**config.mk**
```make
export PLATFORM = sky130hd
export DESIGN_NAME = dffmem_bank
export DESIGN_NICKNAME = d
export VERILOG_FILES = /design/src/rtl/dffmem_bank.sv
export SDC_FILE = /design/constraint.sdc
export NUM_CORES = 1
export LEC_CHECK = 0
export CORE_AREA = 2 2 104 156
export CTS_CLUSTER_DIAMETER = 150
export DETAILED_ROUTE_END_ITERATION = 16
export DIE_AREA = 0 0 106 158
export PLACE_DENSITY = 0.66
export SLEW_MARGIN = 0
export SYNTH_ARGS = -nofsm -noshare
export SYNTH_HDL_FRONTEND = slang
export SYNTH_SLANG_ARGS = --single-unit
```
**constraint.sdc**
```tcl
create_clock -name clk -period 9.8 [get_ports clk]
set_input_delay 1.96 -clock clk [delete_from_list [all_inputs] [get_ports clk]]
set_output_delay 1.96 -clock clk [all_outputs]
set_load 0.05 [all_outputs]
```
**src/rtl/dffmem_bank.sv**
```systemverilog
// dffmem_bank: flip-flop register-file bank with byte enables, a registered
// write-first read port and a clear sequencer. Optional per-byte even parity
// is enabled by defining DFFMEM_PARITY_EN.
module dffmem_bank #(
    parameter int DATA_W = 16,
    parameter int ADDR_W = 3
) (
    input  logic                  clk,
    input  logic                  rst,
    input  logic                  we,
    input  logic [DATA_W/8-1:0]   be,
    input  logic [ADDR_W-1:0]     waddr,
    input  logic [DATA_W-1:0]     wdata,
    input  logic                  re,
    input  logic [ADDR_W-1:0]     raddr,
    input  logic                  clr_req,
    input  logic                  perr_inj,
    output logic [DATA_W-1:0]     rdata,
    output logic                  rvalid,
    output logic                  busy,
    output logic                  perr
);
    localparam int DEPTH = 2 ** ADDR_W;
    localparam int NB    = DATA_W / 8;

    typedef enum logic {IDLE, CLEAR} state_t;

    state_t                       state_q, state_d;
    logic [ADDR_W-1:0]            cnt_q, cnt_d;
    logic [DEPTH-1:0][DATA_W-1:0] mem_q, mem_d;
    logic [DATA_W-1:0]            rdata_q, rdata_d;
    logic                         rvalid_q, rvalid_d;
    logic                         perr_q, perr_d;
    logic                         acc;

    // A clear request sampled in IDLE takes priority over the access ports.
    assign acc = (state_q == IDLE) && !clr_req;

    always_comb begin
        state_d  = state_q;
        cnt_d    = cnt_q;
        mem_d    = mem_q;
        rdata_d  = rdata_q;
        rvalid_d = 1'b0;
        case (state_q)
            IDLE: begin
                if (clr_req) state_d = CLEAR;
            end
            CLEAR: begin
                mem_d[cnt_q] = '0;
                cnt_d        = cnt_q + ADDR_W'(1);
                if (cnt_q == ADDR_W'(DEPTH - 1)) state_d = IDLE;
            end
            default: state_d = IDLE;
        endcase
        if (acc && we) begin
            for (int i = 0; i < NB; i++) begin
                if (be[i]) mem_d[waddr][8*i +: 8] = wdata[8*i +: 8];
            end
        end
        // Reading from mem_d gives write-first bypass on address collision.
        if (acc && re) begin
            rdata_d  = mem_d[raddr];
            rvalid_d = 1'b1;
        end
    end

`ifdef DFFMEM_PARITY_EN
    logic [DEPTH-1:0][NB-1:0] par_q, par_d;
    logic [NB-1:0]            rd_bad;

    always_comb begin
        par_d  = par_q;
        rd_bad = '0;
        if (state_q == CLEAR) par_d[cnt_q] = '0;
        if (acc && we) begin
            for (int i = 0; i < NB; i++) begin
                if (be[i]) par_d[waddr][i] = (^wdata[8*i +: 8]) ^ perr_inj;
            end
        end
        for (int i = 0; i < NB; i++) begin
            rd_bad[i] = ^{par_d[raddr][i], mem_d[raddr][8*i +: 8]};
        end
        perr_d = acc && re && (|rd_bad);
    end

    always_ff @(posedge clk or posedge rst) begin
        if (rst) par_q <= '0;
        else     par_q <= par_d;
    end
`else
    logic unused_perr_inj;
    assign unused_perr_inj = perr_inj;
    assign perr_d          = 1'b0;
`endif

    always_ff @(posedge clk or posedge rst) begin
        if (rst) begin
            state_q  <= IDLE;
            cnt_q    <= '0;
            mem_q    <= '0;
            rdata_q  <= '0;
            rvalid_q <= 1'b0;
            perr_q   <= 1'b0;
        end else begin
            state_q  <= state_d;
            cnt_q    <= cnt_d;
            mem_q    <= mem_d;
            rdata_q  <= rdata_d;
            rvalid_q <= rvalid_d;
            perr_q   <= perr_d;
        end
    end

    assign rdata  = rdata_q;
    assign rvalid = rvalid_q;
    assign busy   = (state_q == CLEAR);
    assign perr   = perr_q;
endmodule

```
==> flow_summary_export.csv, run 1 <==
group,metric,value,unit
critical_path,slowest_stage,"clkdlybuf4s50_1",
clocking,h-tree-depth,4,
final_layout,mostFrequentLayoutCells,"192 x nand2_1, 149 x dfrtp_1, 72 x o21ai_0",
route,drtAntennaViolNets,0,
timing,hold_violations,0,
power_and_ir_drop,p_seq_frac,0.397,
synth,synth_flop_cell,"dfrtp_1",
critical_path,regToRegSetupSlack,6.67,ns
timing,setup_viol,0,
critical_path,rr_endpoint,"rdata[3]",
clocking,clkTransAtPathRegs,0.06,ns
synth,synth_cell_types,72,
route,drt_iter0_markers,605,
synth,seq_area_frac_synth,0.4927,
clocking,clock_sinks,149,
floorplan,rows,56,
grt,grt_max_degree,79,
power_and_ir_drop,power.leakage,3.794,nW
clocking,clk_path_buf_depth,2,
timing,final.period_utilization,0.5178,
critical_path,critPathRequiredTime,10.11,ns
clocking,cts_tree,"built",
critical_path,cp-start-kind,"input pin",
floorplan,die_y,158,um
power_and_ir_drop,p_int,0.001281,W
grt,grt_pass1_wl,37.29,mm
grt,grt_usage,0.2960,
route,dr_total_vias,6807,
synth,synth_seq_cells,149,
power_and_ir_drop,p_per_area,228.9,nW/um2
timing,tightestPinTransition,1.222,ns
clocking,clk_latency,0.42,ns
critical_path,cp_slowest_stage_delay,0.90,ns
power_and_ir_drop,power.switching,0.0006908,W
final_layout,final_area,8612,um2
final_layout,fillCellCount,1391,
place,routabilityCongestion,0.9324,
job,cap_violations,0,
worst_hold_path,hold_class,"flip-flop to flip-flop",
grt,antenna_found_initial,0,
clocking,cts_hold_repair.buffers,0,
route,dr.pass1.iters,7,
critical_path,worstPathArrival,5.39,ns
critical_path,crit_path_max_fanout,18,
timing,fmax,197.1,MHz
timing,slew_violations,0,
timing,min_period,5.075,ns
clocking,post_cts_buffers,0,
route,drt-total-wl,23.72,mm
power_and_ir_drop,p_sw_frac,0.3504,
floorplan,core,15480,um2
critical_path,ff2ff_path_depth,8,
final_layout,layout.cells.most_common,"nand2_1",
critical_path,r2r-start,"busy",
synth,netlist_area,7567,um2
floorplan,ios,49,
floorplan,die_w,106,um
synth,synth_nets,851,
place,io_buffers,46,
timing,slew_headroom,0.1812,
final_layout,final_layout_size_suffix_gt1_frac,0.08224,
clocking,numCtsBuffers,17,
synth,synth_async_sr_flop_share,1.000,
critical_path,critPathKind,"input pin to flip-flop",
run_status,status,"complete, no violations",
critical_path,cp-startpoint,"raddr[1]",
power_and_ir_drop,ir_drop,131.1,uV
critical_path,endpoint_kind,"flip-flop",
route,avgRoutedWirePerCell,22.76,um
clocking,cts_root_buffer,"clkbuf_16",
place,place_area,8023,um2
final_layout,multi_input_area,3436,um2
route,route.detailed.drc,0,
place,dp_slack,4.332,ns
synth,syn_inst,819,
timing,skew,0.006375,ns
clocking,cts-resized-gates,0,
final_layout,nNetsFinal,858,
power_and_ir_drop,power.share.combinational,0.270,
timing,fin_setup_tns,0,ns
route,via_per_inst,6.533,
grt,gr-total-overflow,0,
power_and_ir_drop,p_clk_frac,0.333,
floorplan,initial_core_util,0.4887,
timing,layout_setup_ws,4.725,ns
final_layout,diodes,0,
timing,rsz0062_at_grt,"no",
critical_path,cp-endpoint,"rdata[12]",
floorplan,dieArea,16750,um2
final_layout,seq_area,3729,um2
synth,synth_edf_count,0,
final_layout,syn_to_final_growth,13.81,%
final_layout,final_core_util,0.5562,
place,dp_hpwl,15.98,mm
synth,synth.avg_cell_area,9.240,um2
grt,first_global_vias,6781,
critical_path,crit_chain,"clkdlybuf4s50_1 > clkinv_1 > nor2_1 > buf_4 > nand2_1 > o2111a_1 > a32o_1",
synth,yosysWarnings,0,
worst_hold_path,min_from,"mem_q[50]",
[registers in the layout (all words and copies together), names as in the netlist]
register,count
busy,1
cnt_q,3
mem_q,128
rdata,16
rvalid,1
[worst max-delay path: cells and delay by family]
kind,cells,cell delay [ns]
compound gates,2,0.49
simple gates,2,0.94
buf+inv,3,1.99
[logic make-up after synthesis]
kind of cell | synth area share
AND/OR/NAND/NOR | 0.2115
AO/OA/AOI/OAI | 0.2285
flip-flops | 0.4927
buffers and inverters | 0.05407
multiplexers | 0.008267
adder cells (fa/ha/maj) | 0.003306
other | 0.0004956
XOR/XNOR | 0.001158
[cell usage after synthesis (3+ instances only)]
library cell	instances	area, um2
buf_6	4	45.04
o211a_1	6	60.06
mux2i_1	4	40.04
o2111ai_1	3	26.28
and3_1	9	56.30
nor3_1	8	40.04
nand4bb_1	3	33.78
a221oi_1	12	105.1
a31o_2	5	43.79
nand2b_1	3	18.77
a31oi_1	22	137.6
nand3_1	57	285.3
o21ai_0	72	360.4
or2_1	4	25.02
nand3b_1	7	52.55
o21ai_1	10	50.05
nor3_4	4	65.06
nor2b_1	3	18.77
o22ai_1	7	43.79
nand4b_1	3	26.28
a22oi_1	12	90.09
clkbuf_1	31	116.4
o211ai_1	32	240.2
buf_4	7	52.55
and2_1	3	18.77
nand2_1	192	720.7
dfrtp_1	149	3729
nor2_1	15	56.30
a32o_1	15	150.1
nor2_2	3	18.77
a32oi_1	6	52.55
buf_2	24	120.1
o21a_1	3	22.52
a21o_1	4	30.03
a211o_1	3	26.28
o2111a_1	4	45.04
inv_1	17	63.81
a21oi_1	7	35.03
[through the flow]
stage | total power [W] | instances | hold WS, ns
after floorplan | 0.001143 | 819 | 0.4317
after global placement | 0.001299 | 1010 | 0.4440
after detailed placement | 0.001318 | 1010 | 0.4538
after CTS | 0.001971 | 1042 | 0.4679
after global routing | 0.002059 | 1042 | 0.4910
final | 0.001971 | 1042 | 0.4624
[worst min-delay path by stage]
stage	slack, ns	to	depth (start not counted)
6_report	0.46	mem_q[50]	2
4_1_cts	0.47	mem_q[52]	2
5_1_grt	0.49	mem_q[50]	2
2_1_floorplan	0.43	mem_q[112]	2
3_3_place_gp	0.44	mem_q[48]	2
3_5_place_dp	0.45	mem_q[119]	2
[area by class of cell]
cell class,instances,area share
sequential,149,0.4330
multi-input combinational,584,0.3990
timing repair buffer,55,0.06131
clock buffer,20,0.05187
tap,203,0.02949
clock inverter,12,0.01656
inverter,19,0.008862
[power groups by stage]
stage                     clock network (W)  logic [W]  registers (W)
after global placement                    0   0.000511       0.000788
final                              0.000657   0.000532       0.000782
after CTS                          0.000662   0.000527       0.000782
after floorplan                           0   0.000294       0.000849
after detailed placement                  0   0.000525       0.000793
after global routing               0.000690   0.000574       0.000795
[routing by layer]
metal | global-route usage | wire length (um)
met4 | 0.1917 | 1482
met5 | 0 | 0
met3 | 0.04652 | 1629
met2 | 0.5075 | 12000
met1 | 0.3441 | 8603
(Power assumes the default switching activity.)
==> run 2, diff against run 1 <==
Clock period 9.8 ns to 5.1 ns, I/O delays scaled along.
==> flow_summary_export.csv, run 2 (synthesis gave the netlist of run 1 again) <==
group,metric,value,unit
place,io_buffers,46,
route,drt-total-wl,24.04,mm
floorplan,die_y,158,um
floorplan,core,15480,um2
timing,tightestPinTransition,1.187,ns
job,cap_violations,0,
clocking,cts_tree,"built",
worst_hold_path,min_to,"mem_q[117]",
timing,setup_viol,0,
power_and_ir_drop,p_per_area,431.1,nW/um2
critical_path,regToRegSetupSlack,1.96,ns
route,route.detailed.drc,0,
critical_path,crit_family,"simple AND/OR/NAND/NOR gates",
timing,rsz0062_at_grt,"no",
grt,first_global_vias,6712,
final_layout,syn_to_final_growth,14.10,%
critical_path,ff2ff_path_depth,6,
clocking,clock_sinks,149,
clocking,clk_latency,0.43,ns
route,drt_iter0_markers,536,
critical_path,crit_buf_inv,1,
final_layout,layout.cells.most_common,"nand2_1",
grt,grtUsageMet3,0.03623,
critical_path,critPathKind,"input pin to flip-flop",
power_and_ir_drop,power.leakage,3.825,nW
final_layout,largest-register,"mem_q",
grt,gr-total-overflow,0,
timing,hold_violations,0,
critical_path,rr_endpoint,"rdata[12]",
route,avgRoutedWirePerCell,22.94,um
critical_path,worstPathArrival,3.96,ns
place,routabilityCongestion,0.9371,
floorplan,die_w,106,um
final_layout,largest_reg_flops,128,
clocking,numCtsBuffers,17,
critical_path,critPathRequiredTime,5.41,ns
clocking,cts_root_buffer,"clkbuf_16",
grt,antenna_found_initial,0,
critical_path,cp_slowest_stage_delay,0.79,ns
grt,busiest_layer,"met2",
critical_path,crit_path_max_fanout,29,
timing,skew,0.009312,ns
place,dp_slack,1.137,ns
grt,use_met1,0.3527,
route,dr.pass1.iters,5,
clocking,h-tree-depth,4,
final_layout,diodes,0,
critical_path,endpoint_kind,"flip-flop",
timing,layout_setup_ws,1.451,ns
clocking,clk_path_buf_depth,2,
floorplan,initial_core_util,0.4887,
critical_path,cp-start-kind,"input pin",
clocking,cts-resized-gates,0,
timing,fin_setup_tns,0,ns
timing,slew_headroom,0.2023,
timing,slew_violations,0,
clocking,cts_hold_repair.buffers,0,
clocking,post_cts_buffers,0,
grt,grt_pass1_wl,37.18,mm
power_and_ir_drop,ir_drop,221.9,uV
final_layout,mostFrequentLayoutCells,"192 x nand2_1, 149 x dfrtp_1, 72 x o21ai_0",
floorplan,rows,56,
timing,final.period_utilization,0.7154,
route,dr_total_vias,6774,
floorplan,ios,49,
route,via_per_inst,6.464,
timing,min_period,3.649,ns
grt,grt_usage,0.2969,
floorplan,dieArea,16750,um2
worst_hold_path,min_from,"mem_q[117]",
run_status,status,"complete, no violations",
grt,grt_max_degree,100,
grt,grt_use_met2,0.4998,
critical_path,crit_chain,"clkdlybuf4s50_1 > nand4bb_4 > nor3_4 > o21ai_0 > o22ai_1 > a31oi_1 > a32o_1",
route,drtAntennaViolNets,0,
clocking,clkTransAtPathRegs,0.06,ns
worst_hold_path,hold_class,"flip-flop to flip-flop",
place,dp_hpwl,16.53,mm
critical_path,slowest_stage,"nor3_4",
timing,fmax,274.1,MHz
final_layout,final_layout_size_suffix_gt1_frac,0.09112,
final_layout,nNetsFinal,864,
critical_path,r2r-start,"busy",
worst_hold_path,holdPathStages,2,
run 2: cell types whose count changed in the layout (fill, tap and decap cells not counted):
cell	delta
inv_8	+1
clkbuf_8	+1
clkbuf_1	-2
clkinv_4	+4
bufinv_16	-2
clkinvlp_4	-2
buf_4	+6
run 2: report_power, final:
group	switching [W]	total (W)	internal, W
sequential	0.000125	0.00152	0.00140
combinational	0.000677	0.000992	0.000315
clock	0.000545	0.00121	0.000663
run 2: how the worst max path moves through the flow:
stage	endpoint	slack (ns)	start	cells past startpoint
after floorplan	busy	0.07	rst	1
after global placement	rdata[12]	1.22	clr_req	7
after detailed placement	rdata[12]	1.14	clr_req	7
after CTS	rdata[12]	1.57	clr_req	7
after global routing	rdata[4]	1.35	clr_req	8
final	rdata[12]	1.45	clr_req	7
run 2: final cells by class:
cell class	instances	area [um2]
timing repair buffer	61	573.1
clock inverter	13	113.9
tap	203	254.0
fill	1401	6850
sequential	149	3729
clock buffer	19	452.9
inverter	19	76.32
multi-input combinational	584	3436
run 2: worst reg2reg max path, stage by stage, from the launching register on:
cell	delay (ns)
dfrtp_1	0.65
nand4bb_4	0.65
nor3_4	0.80
o21ai_0	0.25
o22ai_1	0.30
a31oi_1	0.09
a32o_1	0.29
run 2: metrics by stage:
step / hold slack (ns) / std cells / instance area (um2) / util / power [W]
after floorplan: 0.4317 / 819 / 7567 / - / 0.002197
after global placement: 0.4450 / 1016 / 8068 / 0.5210 / 0.002495
after detailed placement: 0.4525 / 1016 / 8068 / 0.5210 / 0.002532
after CTS: 0.4659 / 1048 / 8635 / 0.5576 / 0.003731
after global routing: 0.5004 / 1048 / 8635 / 0.5576 / 0.003891
final: 0.4626 / 1048 / 8635 / 0.5576 / 0.003722
run 2: per-layer routing:
metal | part of all wire | wire (um) | up-vias
li1 | - | - | 3018
met1 | 0.37 | 8878 | 3320
met2 | 0.49 | 11900 | 345
met3 | 0.064 | 1548 | 91
met4 | 0.071 | 1717 | 0
met5 | 0 | 0 | -
==> run 3, diff against run 2 <==
Clock period 5.1 ns to 3.5 ns, I/O delays scaled along.
==> flow_summary_export.csv, run 3 (synthesis gave the netlist of run 1 again) <==
group,metric,value,unit
clocking,clk_latency,0.42,ns
floorplan,core,15480,um2
floorplan,ios,49,
timing,fin_setup_tns,0,ns
critical_path,cp-startpoint,"clr_req",
timing,final.period_utilization,0.8267,
route,via_per_inst,6.326,
grt,gr-total-overflow,0,
worst_hold_path,holdPathStages,2,
route,avgRoutedWirePerCell,22.45,um
timing,fin_hold_ws,0.4620,ns
timing,slew_violations,0,
final_layout,diodes,0,
grt,grt_usage,0.3035,
timing,slew_headroom,0.4197,
grt,antenna_found_initial,0,
floorplan,die_w,106,um
route,dr_total_vias,6832,
timing,rsz0062_at_grt,"no",
critical_path,worstPathArrival,3.19,ns
critical_path,cp-endpoint,"rdata[7]",
place,dp_hpwl,17.21,mm
clocking,cts_hold_repair.buffers,0,
final_layout,final_area,8954,um2
critical_path,endpoint_kind,"flip-flop",
final_layout,final_layout_size_suffix_gt1_frac,0.1220,
worst_hold_path,hold_class,"flip-flop to flip-flop",
critical_path,slowest_stage,"clkdlybuf4s50_1",
floorplan,die_y,158,um
timing,fmax,345.6,MHz
grt,grt_pass1_wl,37.86,mm
timing,tightestPinTransition,0.8705,ns
critical_path,cp_slowest_stage_delay,0.68,ns
final_layout,layout.cells.most_common,"nand2_1",
clocking,h-tree-depth,4,
critical_path,crit_family,"compound AO/OA/AOI/OAI gates",
timing,skew,0.007924,ns
grt,first_global_vias,6778,
place,io_buffers,46,
critical_path,rr_endpoint,"rdata[7]",
route,route.detailed.drc,0,
final_layout,mostFrequentLayoutCells,"192 x nand2_1, 149 x dfrtp_1, 72 x o21ai_0",
critical_path,critPathRequiredTime,3.79,ns
route,drt_iter0_markers,532,
critical_path,ff2ff_path_depth,7,
timing,min_period,2.894,ns
route,dr.pass1.iters,8,
timing,setup_viol,0,
timing,hold_violations,0,
clocking,post_cts_buffers,0,
critical_path,crit_buf_inv,2,
final_layout,largest_reg_flops,128,
clocking,cts_root_buffer,"clkbuf_16",
clocking,clock_sinks,149,
clocking,cts-resized-gates,0,
clocking,clk_path_buf_depth,2,
clocking,cts_tree,"built",
job,cap_violations,0,
critical_path,crit_chain,"clkdlybuf4s50_1 > nand4bb_1 > buf_4 > o21a_1 > nand2_1 > a32oi_1 > o21ai_0 > a221oi_1",
floorplan,initial_core_util,0.4887,
clocking,numCtsBuffers,17,
critical_path,critPathKind,"input pin to flip-flop",
floorplan,dieArea,16750,um2
power_and_ir_drop,power.leakage,4.003,nW
power_and_ir_drop,p_per_area,625.0,nW/um2
final_layout,largest-register,"mem_q",
route,drt-total-wl,24.25,mm
critical_path,regToRegSetupSlack,0.74,ns
critical_path,cp.depth,8,
final_layout,syn_to_final_growth,18.32,%
power_and_ir_drop,ir_drop,407.0,uV
critical_path,cp-start-kind,"input pin",
clocking,clkTransAtPathRegs,0.06,ns
place,routabilityCongestion,0.9572,
route,drtAntennaViolNets,0,
place,place_area,8357,um2
floorplan,rows,56,
critical_path,r2r-start,"busy",
run_status,status,"complete, no violations",
critical_path,crit_path_max_fanout,10,
final_layout,nNetsFinal,896,
grt,grt_max_degree,53,
run 3: worst min-delay path by stage:
stage	slack [ns]	endpoint	from
finish	0.46	mem_q[113]	mem_q[113]
global route	0.50	mem_q[114]	mem_q[114]
CTS	0.47	mem_q[114]	mem_q[114]
detailed placement	0.45	mem_q[114]	mem_q[114]
global placement	0.44	mem_q[114]	mem_q[114]
floorplan	0.43	mem_q[112]	mem_q[112]
run 3: final cells by class:
| cell class | count | area [um2] |
|---|---|---|
| Clock buffer | 22 | 474.2 |
| Clock inverter | 10 | 122.6 |
| Fill cell | 1365 | 6531 |
| Inverter | 19 | 75.07 |
| Multi-Input combinational cell | 584 | 3436 |
| Sequential cell | 149 | 3729 |
| Tap cell | 203 | 254.0 |
| Timing Repair Buffer | 93 | 863.3 |
run 3: report_power, final:
part | leakage, nW | internal [W] | switching [W]
clock network | 0.283 | 0.00111 | 0.000738
registers | 2.04 | 0.00204 | 0.000182
logic | 1.68 | 0.000510 | 0.00102
total | 4.00 | 0.00366 | 0.00194
run 3: metal layers:
| layer | global-route usage | routed length, um | vias to the layer above |
|---|---|---|---|
| met3 | 0.05228 | 1608 | 94 |
| li1 | - | - | 3075 |
| met2 | 0.5084 | 11970 | 342 |
| met4 | 0.2168 | 1858 | 0 |
| met5 | 0 | 0 | - |
| met1 | 0.3516 | 8815 | 3321 |
run 3: per-stage QoR:
step / power [W] / setup slack, ns / instances / util
after floorplan: 0.003202 / 0.9250 / 819 / -
after detailed placement: 0.003756 / 0.2648 / 1048 / 0.5397
after global routing: 0.005845 / 0.5170 / 1080 / 0.5782
after CTS: 0.005599 / 0.6318 / 1080 / 0.5782
final: 0.005596 / 0.6065 / 1080 / 0.5782
after global placement: 0.003697 / 0.3214 / 1048 / 0.5397
run 3: worst register-to-register path, delay by kind of cell, from the launching register on:
kind	cells	cell delay, ns
simple gates	2	0.35
flops	1	0.79
buf+inv	1	0.21
compound gates	4	1.28
